### config.mk
export PLATFORM = sky130hd
export DESIGN_NAME = cmd_link_arbiter_flat
export DESIGN_NICKNAME = d
export VERILOG_FILES = /design/src/rtl/cmd_link_arbiter_if.sv /design/src/rtl/cmd_link_arbiter.sv /design/src/flat_wrapper.sv
export SDC_FILE = /design/constraint.sdc
export NUM_CORES = 1
export LEC_CHECK = 0
export BUFFER_PORTS_ARGS = -buffer_cell sky130_fd_sc_hd__buf_2
export CAP_MARGIN = 15
export CELL_PAD_IN_SITES_DETAIL_PLACEMENT = 1
export CELL_PAD_IN_SITES_GLOBAL_PLACEMENT = 2
export CORE_MARGIN = 8
export CORE_UTILIZATION = 27
export CTS_CLUSTER_SIZE = 14
export DETAILED_ROUTE_END_ITERATION = 7
export MAX_ROUTING_LAYER = met4
export PLACE_DENSITY_LB_ADDON = 0.1
export SETUP_SLACK_MARGIN = 0.15
export SYNTH_ARGS = -nofsm -noshare
export SYNTH_HDL_FRONTEND = slang
export SYNTH_SLANG_ARGS = --single-unit
### constraint.sdc
create_clock -name iClk -period 1.75 [get_ports iClk]
set_input_delay 0.4375 -clock iClk [delete_from_list [all_inputs] [get_ports iClk]]
set_output_delay 0.4375 -clock iClk [all_outputs]
set_load 0.03 [all_outputs]
### src/rtl/cmd_link_arbiter_if.sv
// cmd_link_arbiter_if: byte-source handshakes and decoder-side outputs of the
// command link arbiter. The arbiter takes the slave view; sources, decoder and
// benches take the master view.
interface cmd_link_arbiter_if;
  logic [7:0] iA_Data;
  logic       iA_Valid;
  logic       oA_Ready;
  logic [7:0] iB_Data;
  logic       iB_Valid;
  logic       oB_Ready;
  logic [7:0] oData;
  logic       oData_Strobe;
  logic       oDec_Rst;
  logic [1:0] oGrant;
  logic       oBusy;

  modport slave (
    input  iA_Data, iA_Valid, iB_Data, iB_Valid,
    output oA_Ready, oB_Ready, oData, oData_Strobe, oDec_Rst, oGrant, oBusy
  );

  modport master (
    output iA_Data, iA_Valid, iB_Data, iB_Valid,
    input  oA_Ready, oB_Ready, oData, oData_Strobe, oDec_Rst, oGrant, oBusy
  );
endinterface

### src/rtl/cmd_link_arbiter.sv
// cmd_link_arbiter: shares one edge-strobed command decoder between source A
// (host UART RX) and source B (local script engine). One source owns the link
// for a whole command frame; frames alternate round-robin.
// Build option: define ARB_TIMEOUT_EN to abort frames stalled in WAIT and
// pulse the decoder reset. Without it WAIT holds forever and oDec_Rst is 0.
//
// state | meaning
// IDLE  | no frame open; select a source and accept its opcode
// SETUP | byte on oData, strobe low, waiting before the rising edge
// HIGH  | strobe high
// LOW   | strobe low after the pulse; decoder latched on the falling edge
// WAIT  | frame open, only the owner may deliver the next byte
// ABORT | stalled frame dropped, decoder held in reset
module cmd_link_arbiter #(
  parameter int SETUP   = 2,
  parameter int PULSE   = 4,
  parameter int TIMEOUT = 1000
) (
  input  logic              iClk,
  input  logic              iRst,
  cmd_link_arbiter_if.slave bus
);

  typedef enum logic [2:0] {
    S_IDLE, S_SETUP, S_HIGH, S_LOW, S_WAIT, S_ABORT
  } state_t;

  // One phase timer serves SETUP, HIGH, LOW and ABORT, so it is sized for
  // the larger of the two phase lengths.
  localparam int PH_MAX = (SETUP > PULSE) ? SETUP : PULSE;
  localparam int PH_W   = (PH_MAX > 1) ? $clog2(PH_MAX) : 1;
  localparam int WC_W   = $clog2(TIMEOUT);

  localparam logic [PH_W-1:0] PH_SETUP = PH_W'(SETUP - 1);
  localparam logic [PH_W-1:0] PH_PULSE = PH_W'(PULSE - 1);
  localparam logic [WC_W-1:0] WC_TC    = WC_W'(TIMEOUT - 1);

  state_t          state_q, state_d;
  logic [PH_W-1:0] ph_q, ph_d;
  logic [WC_W-1:0] wcnt_q, wcnt_d;
  logic [2:0]      rem_q, rem_d;
  logic [1:0]      grant_q, grant_d;
  logic            ptr_q, ptr_d;          // 0 = A next on a tie, 1 = B
  logic [7:0]      data_q, data_d;
  logic            strobe_q, strobe_d;

  logic            sel_b;
  logic            rdy_a, rdy_b;
  logic            acc_a, acc_b, acc;
  logic [7:0]      acc_byte;

  // Bytes still to come after the opcode.
  function automatic logic [2:0] frame_rem(input logic [7:0] op);
    case (op)
      8'd1:    frame_rem = 3'd4;
      8'd2:    frame_rem = 3'd1;
      default: frame_rem = 3'd0;
    endcase
  endfunction

  assign sel_b    = bus.iB_Valid && (!bus.iA_Valid || ptr_q);
  assign acc_a    = rdy_a && bus.iA_Valid;
  assign acc_b    = rdy_b && bus.iB_Valid;
  assign acc      = acc_a || acc_b;
  assign acc_byte = acc_b ? bus.iB_Data : bus.iA_Data;

  // Ready goes only to the selected source in IDLE or to the owner in WAIT.
  always_comb begin
    rdy_a = 1'b0;
    rdy_b = 1'b0;
    case (state_q)
      S_IDLE: begin
        rdy_a = bus.iA_Valid && !sel_b;
        rdy_b = sel_b;
      end
      S_WAIT: begin
        rdy_a = grant_q[0];
        rdy_b = grant_q[1];
      end
      default: begin
        rdy_a = 1'b0;
        rdy_b = 1'b0;
      end
    endcase
  end

  // Next-state, phase timing and frame bookkeeping.
  always_comb begin
    state_d = state_q;
    ph_d    = ph_q;
    wcnt_d  = wcnt_q;
    rem_d   = rem_q;
    grant_d = grant_q;
    ptr_d   = ptr_q;
    data_d  = data_q;
    case (state_q)
      S_IDLE: begin
        if (acc) begin
          grant_d = acc_b ? 2'b10 : 2'b01;
          data_d  = acc_byte;
          rem_d   = frame_rem(acc_byte);
          ph_d    = PH_SETUP;
          state_d = S_SETUP;
        end
      end
      S_SETUP: begin
        if (ph_q == '0) begin
          ph_d    = PH_PULSE;
          state_d = S_HIGH;
        end else begin
          ph_d = ph_q - PH_W'(1);
        end
      end
      S_HIGH: begin
        if (ph_q == '0) begin
          ph_d    = PH_PULSE;
          state_d = S_LOW;
        end else begin
          ph_d = ph_q - PH_W'(1);
        end
      end
      S_LOW: begin
        if (ph_q != '0) begin
          ph_d = ph_q - PH_W'(1);
        end else if (rem_q == 3'd0) begin
          grant_d = 2'b00;
          ptr_d   = grant_q[0];
          state_d = S_IDLE;
        end else begin
          wcnt_d  = '0;
          state_d = S_WAIT;
        end
      end
      S_WAIT: begin
        if (acc) begin
          data_d  = acc_byte;
          rem_d   = rem_q - 3'd1;
          ph_d    = PH_SETUP;
          state_d = S_SETUP;
        end else begin
`ifdef ARB_TIMEOUT_EN
          if (wcnt_q == WC_TC) begin
            ph_d    = PH_PULSE;
            state_d = S_ABORT;
          end else begin
            wcnt_d = wcnt_q + WC_W'(1);
          end
`else
          // Stall counter saturates; nothing acts on it in this build.
          if (wcnt_q != WC_TC) begin
            wcnt_d = wcnt_q + WC_W'(1);
          end
`endif
        end
      end
      S_ABORT: begin
`ifdef ARB_TIMEOUT_EN
        if (ph_q == '0) begin
          grant_d = 2'b00;
          ptr_d   = grant_q[0];
          state_d = S_IDLE;
        end else begin
          ph_d = ph_q - PH_W'(1);
        end
`else
        state_d = S_IDLE;
`endif
      end
      default: state_d = S_IDLE;
    endcase
    strobe_d = (state_d == S_HIGH);
  end

  // State and registered outputs; reset acts at once, even mid-strobe.
  always_ff @(posedge iClk or posedge iRst) begin
    if (iRst) begin
      state_q  <= S_IDLE;
      ph_q     <= '0;
      wcnt_q   <= '0;
      rem_q    <= 3'd0;
      grant_q  <= 2'b00;
      ptr_q    <= 1'b0;
      data_q   <= 8'd0;
      strobe_q <= 1'b0;
    end else begin
      state_q  <= state_d;
      ph_q     <= ph_d;
      wcnt_q   <= wcnt_d;
      rem_q    <= rem_d;
      grant_q  <= grant_d;
      ptr_q    <= ptr_d;
      data_q   <= data_d;
      strobe_q <= strobe_d;
    end
  end

`ifdef ARB_TIMEOUT_EN
  logic dec_rst_q;

  // Decoder reset follows the ABORT state, registered for a clean pulse.
  always_ff @(posedge iClk or posedge iRst) begin
    if (iRst) begin
      dec_rst_q <= 1'b0;
    end else begin
      dec_rst_q <= (state_d == S_ABORT);
    end
  end

  assign bus.oDec_Rst = dec_rst_q;
`else
  assign bus.oDec_Rst = 1'b0;
`endif

  assign bus.oA_Ready     = rdy_a;
  assign bus.oB_Ready     = rdy_b;
  assign bus.oData        = data_q;
  assign bus.oData_Strobe = strobe_q;
  assign bus.oGrant       = grant_q;
  assign bus.oBusy        = (state_q != S_IDLE);

endmodule
### src/flat_wrapper.sv
// flat-port wrapper written by rule: the top's interface ports become plain ports
module cmd_link_arbiter_flat 
#(
  parameter int SETUP   = 2,
  parameter int PULSE   = 4,
  parameter int TIMEOUT = 1000
)
  (iClk, iRst, bus_iA_Data, bus_iA_Valid, bus_iB_Data, bus_iB_Valid, bus_oA_Ready, bus_oB_Ready, bus_oData, bus_oData_Strobe, bus_oDec_Rst, bus_oGrant, bus_oBusy);
  cmd_link_arbiter_if bus_i ();
  input  logic iClk;
  input  logic iRst;
  input wire logic [$bits(bus_i.iA_Data)-1:0] bus_iA_Data;
  input wire logic [$bits(bus_i.iA_Valid)-1:0] bus_iA_Valid;
  input wire logic [$bits(bus_i.iB_Data)-1:0] bus_iB_Data;
  input wire logic [$bits(bus_i.iB_Valid)-1:0] bus_iB_Valid;
  output wire logic [$bits(bus_i.oA_Ready)-1:0] bus_oA_Ready;
  output wire logic [$bits(bus_i.oB_Ready)-1:0] bus_oB_Ready;
  output wire logic [$bits(bus_i.oData)-1:0] bus_oData;
  output wire logic [$bits(bus_i.oData_Strobe)-1:0] bus_oData_Strobe;
  output wire logic [$bits(bus_i.oDec_Rst)-1:0] bus_oDec_Rst;
  output wire logic [$bits(bus_i.oGrant)-1:0] bus_oGrant;
  output wire logic [$bits(bus_i.oBusy)-1:0] bus_oBusy;
  assign bus_i.iA_Data = bus_iA_Data;
  assign bus_i.iA_Valid = bus_iA_Valid;
  assign bus_i.iB_Data = bus_iB_Data;
  assign bus_i.iB_Valid = bus_iB_Valid;
  assign bus_oA_Ready = bus_i.oA_Ready;
  assign bus_oB_Ready = bus_i.oB_Ready;
  assign bus_oData = bus_i.oData;
  assign bus_oData_Strobe = bus_i.oData_Strobe;
  assign bus_oDec_Rst = bus_i.oDec_Rst;
  assign bus_oGrant = bus_i.oGrant;
  assign bus_oBusy = bus_i.oBusy;
  cmd_link_arbiter #(.SETUP(SETUP), .PULSE(PULSE), .TIMEOUT(TIMEOUT)) u_core (.iClk(iClk), .iRst(iRst), .bus(bus_i));
endmodule
==> metrics.txt <==
Placed Cells=225; global route overflow=0; Initial DRT Pass Iterations=4; CP startpoint=u_core.state_q[1]; Yosys warnings=0; status=complete, but fails checks; # hold bufs at CTS=0; Filler cells=481; WP data required=1310 ps; TritonCTS clock tree=yes; Fin. Hold Viols=0; fmax=548.3 MHz; Hold Crit Class=primary input to async pin; Slew Limit Fails=0; Routed Antenna Nets=0; Worst Path Max Fanout=2; most instantiated cells after synthesis=dfrtp_1 (20), nand2_1 (18), o21ai_0 (11); final net count=214; number of antenna violations at the first check in global routing=0; Setup crit end=bus_oB_Ready; R2R cell count=7; worst r2r src=u_core.state_q[2]; Yosys cell types=39; Final Skew=1.418 ps; row count=24; setup ws final=-73.91 ps; Core ar.=0.004294 mm²; Synth Flop Type=dfrtp_1; Net Count, Synth=152; Max-Cap Viols=0; element type at the critical path end=output port; Clk pin slew, worst setup/hold paths=80 ps; die span in y=82.42 µm; flop2flop setup slack=-10 ps; final std cells w/o fill=242; setup slack at placement=9.581 ps; FFs w/ async S/R, synth=1.000; Root Driver=clkbuf_8; Buffers on Ports=33; post-synth top area share=0.4202; vias in the first global route=1228; period utilization=1.042; Routed WL=3.818 mm; routed vias=1174; startpoint types=flip-flop; share of cells above drive strength 1=0.5105; Pwr Density=1616 mW/mm²; arrival time worst endpoint=1390 ps; min cycle time layout=1824 ps; #FFs+latches synth=20; Num CTS Buffers=3; Boundary Pins=35; total track usage=0.1181; Clk Latency, worst-skew pair=260 ps; Die Span X=82.42 µm; Max VDD drop=0.7259 mV; DR DRC count=0; # clock sinks=20; Initial Util=0.2774; Leakage=0.8340 nW; cell taking the most area after synthesis=dfrtp_1; Bufs on Longest Clock Path=2; Area contributors post-synth=dfrtp_1 (42%), mux2i_1 (7.6%), nand2_1 (5.7%), o21ai_0 (4.6%), a21oi_1 (3.4%); final weighted congestion in routability-driven placement=0.7755; synthesis-to-layout area growth=56.62%; RSZ-0062 raised after global routing=true; first-pass GRT wire length=6.009 mm; top-count cell post-synth=dfrtp_1; failing checks=setup timing; dpl hpwl=2.836 mm; Post-Syn Area=0.001191 mm²; Die Footprint=0.006793 mm²; largest net degree at the start of global routing=21; CTS H-Tree Depth=1; DR iter-0 viols=38; Mapped Cells=129; # diodes=0; Post-synth EDFFs=0; Avg Inst Size Synth=9.234 µm²; final setup fails=4; Seq/Total Area, Yosys=0.4202; Routed WL per cell=15.78 µm; DR vias/cell=4.851; Crit Path Class=flip-flop to output port; Reg-to-Reg End=u_core.ptr_q
==> layout by cell type, fill, tap and decap left out, types with 2 or more instances in the layout <==
| cell | Yosys | layout |
|---|---|---|
| a21oi_1 | 8 | 5 |
| a21oi_2 | 0 | 2 |
| buf_2 | 2 | 30 |
| buf_4 | 1 | 24 |
| buf_6 | 1 | 7 |
| clkbuf_8 | 0 | 4 |
| dfrtp_1 | 20 | 20 |
| ha_1 | 3 | 2 |
| inv_1 | 6 | 3 |
| inv_2 | 0 | 3 |
| mux2i_1 | 9 | 7 |
| mux2i_2 | 0 | 2 |
| nand2_1 | 18 | 17 |
| nand2b_1 | 5 | 4 |
| nand3_1 | 4 | 2 |
| nand3b_1 | 3 | 3 |
| nand4b_1 | 2 | 2 |
| nor2_1 | 5 | 4 |
| nor3_1 | 4 | 2 |
| nor4b_1 | 2 | 2 |
| o21ai_1 | 0 | 8 |
| o22ai_1 | 3 | 2 |
| or2_4 | 0 | 2 |
==> worst min path at each step <==
| stage | startpoint | endpoint | slack (ps) |
|---|---|---|---|
| global route | iRst | u_core.bus.oData[2] | 230 |
| global placement | u_core.bus.oData[2] | u_core.bus.oData[2] | 460 |
| CTS | iRst | u_core.bus.oData[2] | 210 |
| finish | iRst | u_core.bus.oData[7] | 190 |
| detailed placement | u_core.bus.oData[7] | u_core.bus.oData[7] | 470 |
| floorplan | iRst | u_core.bus.oData[0] | 400 |
==> what timing repair did <==
action,CTS,global route
pin swaps,12,16
setup endpoints to repair,14,20
gates resized for setup,27,23
buffers inserted,8,5
==> critical path, stage by stage (launching register included) <==
cell and delay (ps):
dfrtp_1 400, buf_6 130, nor3_4 200, nand3_2 150, o21ai_4 90, buf_6 150
==> through the flow <==
step	instance area, µm²	hold slack (ps)	TNS (ps)	util	total power (W)
detailed placement	1540	467.2	0	0.3587	0.002251
floorplan	1207	401.3	0	-	0.001721
global placement	1540	458.4	0	0.3587	0.002199
CTS	1768	207.2	-111.3	0.4117	0.002877
finish	1866	192.5	-114.7	0.4344	0.003015
global route	1866	225.4	-737.7	0.4344	0.003245
==> layout make-up <==
cell class / instances / area, µm² / share of cell area
multi-input cells: 97 / 778.2 / 0.4172
flip-flops and latches: 20 / 500.5 / 0.2683
repair buffers: 63 / 444.2 / 0.2381
well taps: 52 / 65.06 / 0.03488
clock buffers: 4 / 55.05 / 0.02951
inverters: 6 / 22.52 / 0.01207
==> cells by family (layout without fill, tap and decap cells) <==
logic type	count (synthesis)	in the layout	synth area share
AOI/OAI and AO/OA	29	29	0.1618
xor gates and xnor gates	1	1	0.007354
adders and majority gates	3	3	0.03152
buffers and inverters	12	73	0.04936
DFF	20	20	0.4202
muxes	10	10	0.08509
other	1	1	0.003148
and+or+nand+nor	53	53	0.2416
==> power breakdown <==
part / total (W) / switching [W] / internal, W
clock: 0.000368 / 0.000168 / 0.000201
sequential: 0.000790 / 0.000128 / 0.000662
combinational: 0.00186 / 0.00104 / 0.000817
total: 0.00302 / 0.00134 / 0.00168
==> sequential cells by signal (all words and copies together) (netlist names) <==
register                 count
u_core.bus.oData_Strobe      1
u_core.ph_q                  2
u_core.ptr_q                 1
u_core.rem_q                 3
u_core.bus.oData             8
u_core.state_q               3
u_core.bus.oGrant            2
==> per-layer routing <==
| metal | up-vias | track usage | part of all wire |
|---|---|---|---|
| met5 | - | - | 0 |
| met4 | 0 | 0.03158 | 0.0094 |
| met3 | 5 | 0.03355 | 0.082 |
| met2 | 29 | 0.1903 | 0.47 |
| met1 | 560 | 0.1408 | 0.44 |
| li1 | 580 | - | - |
No activity file was read; power rests on OpenSTA's default activity.
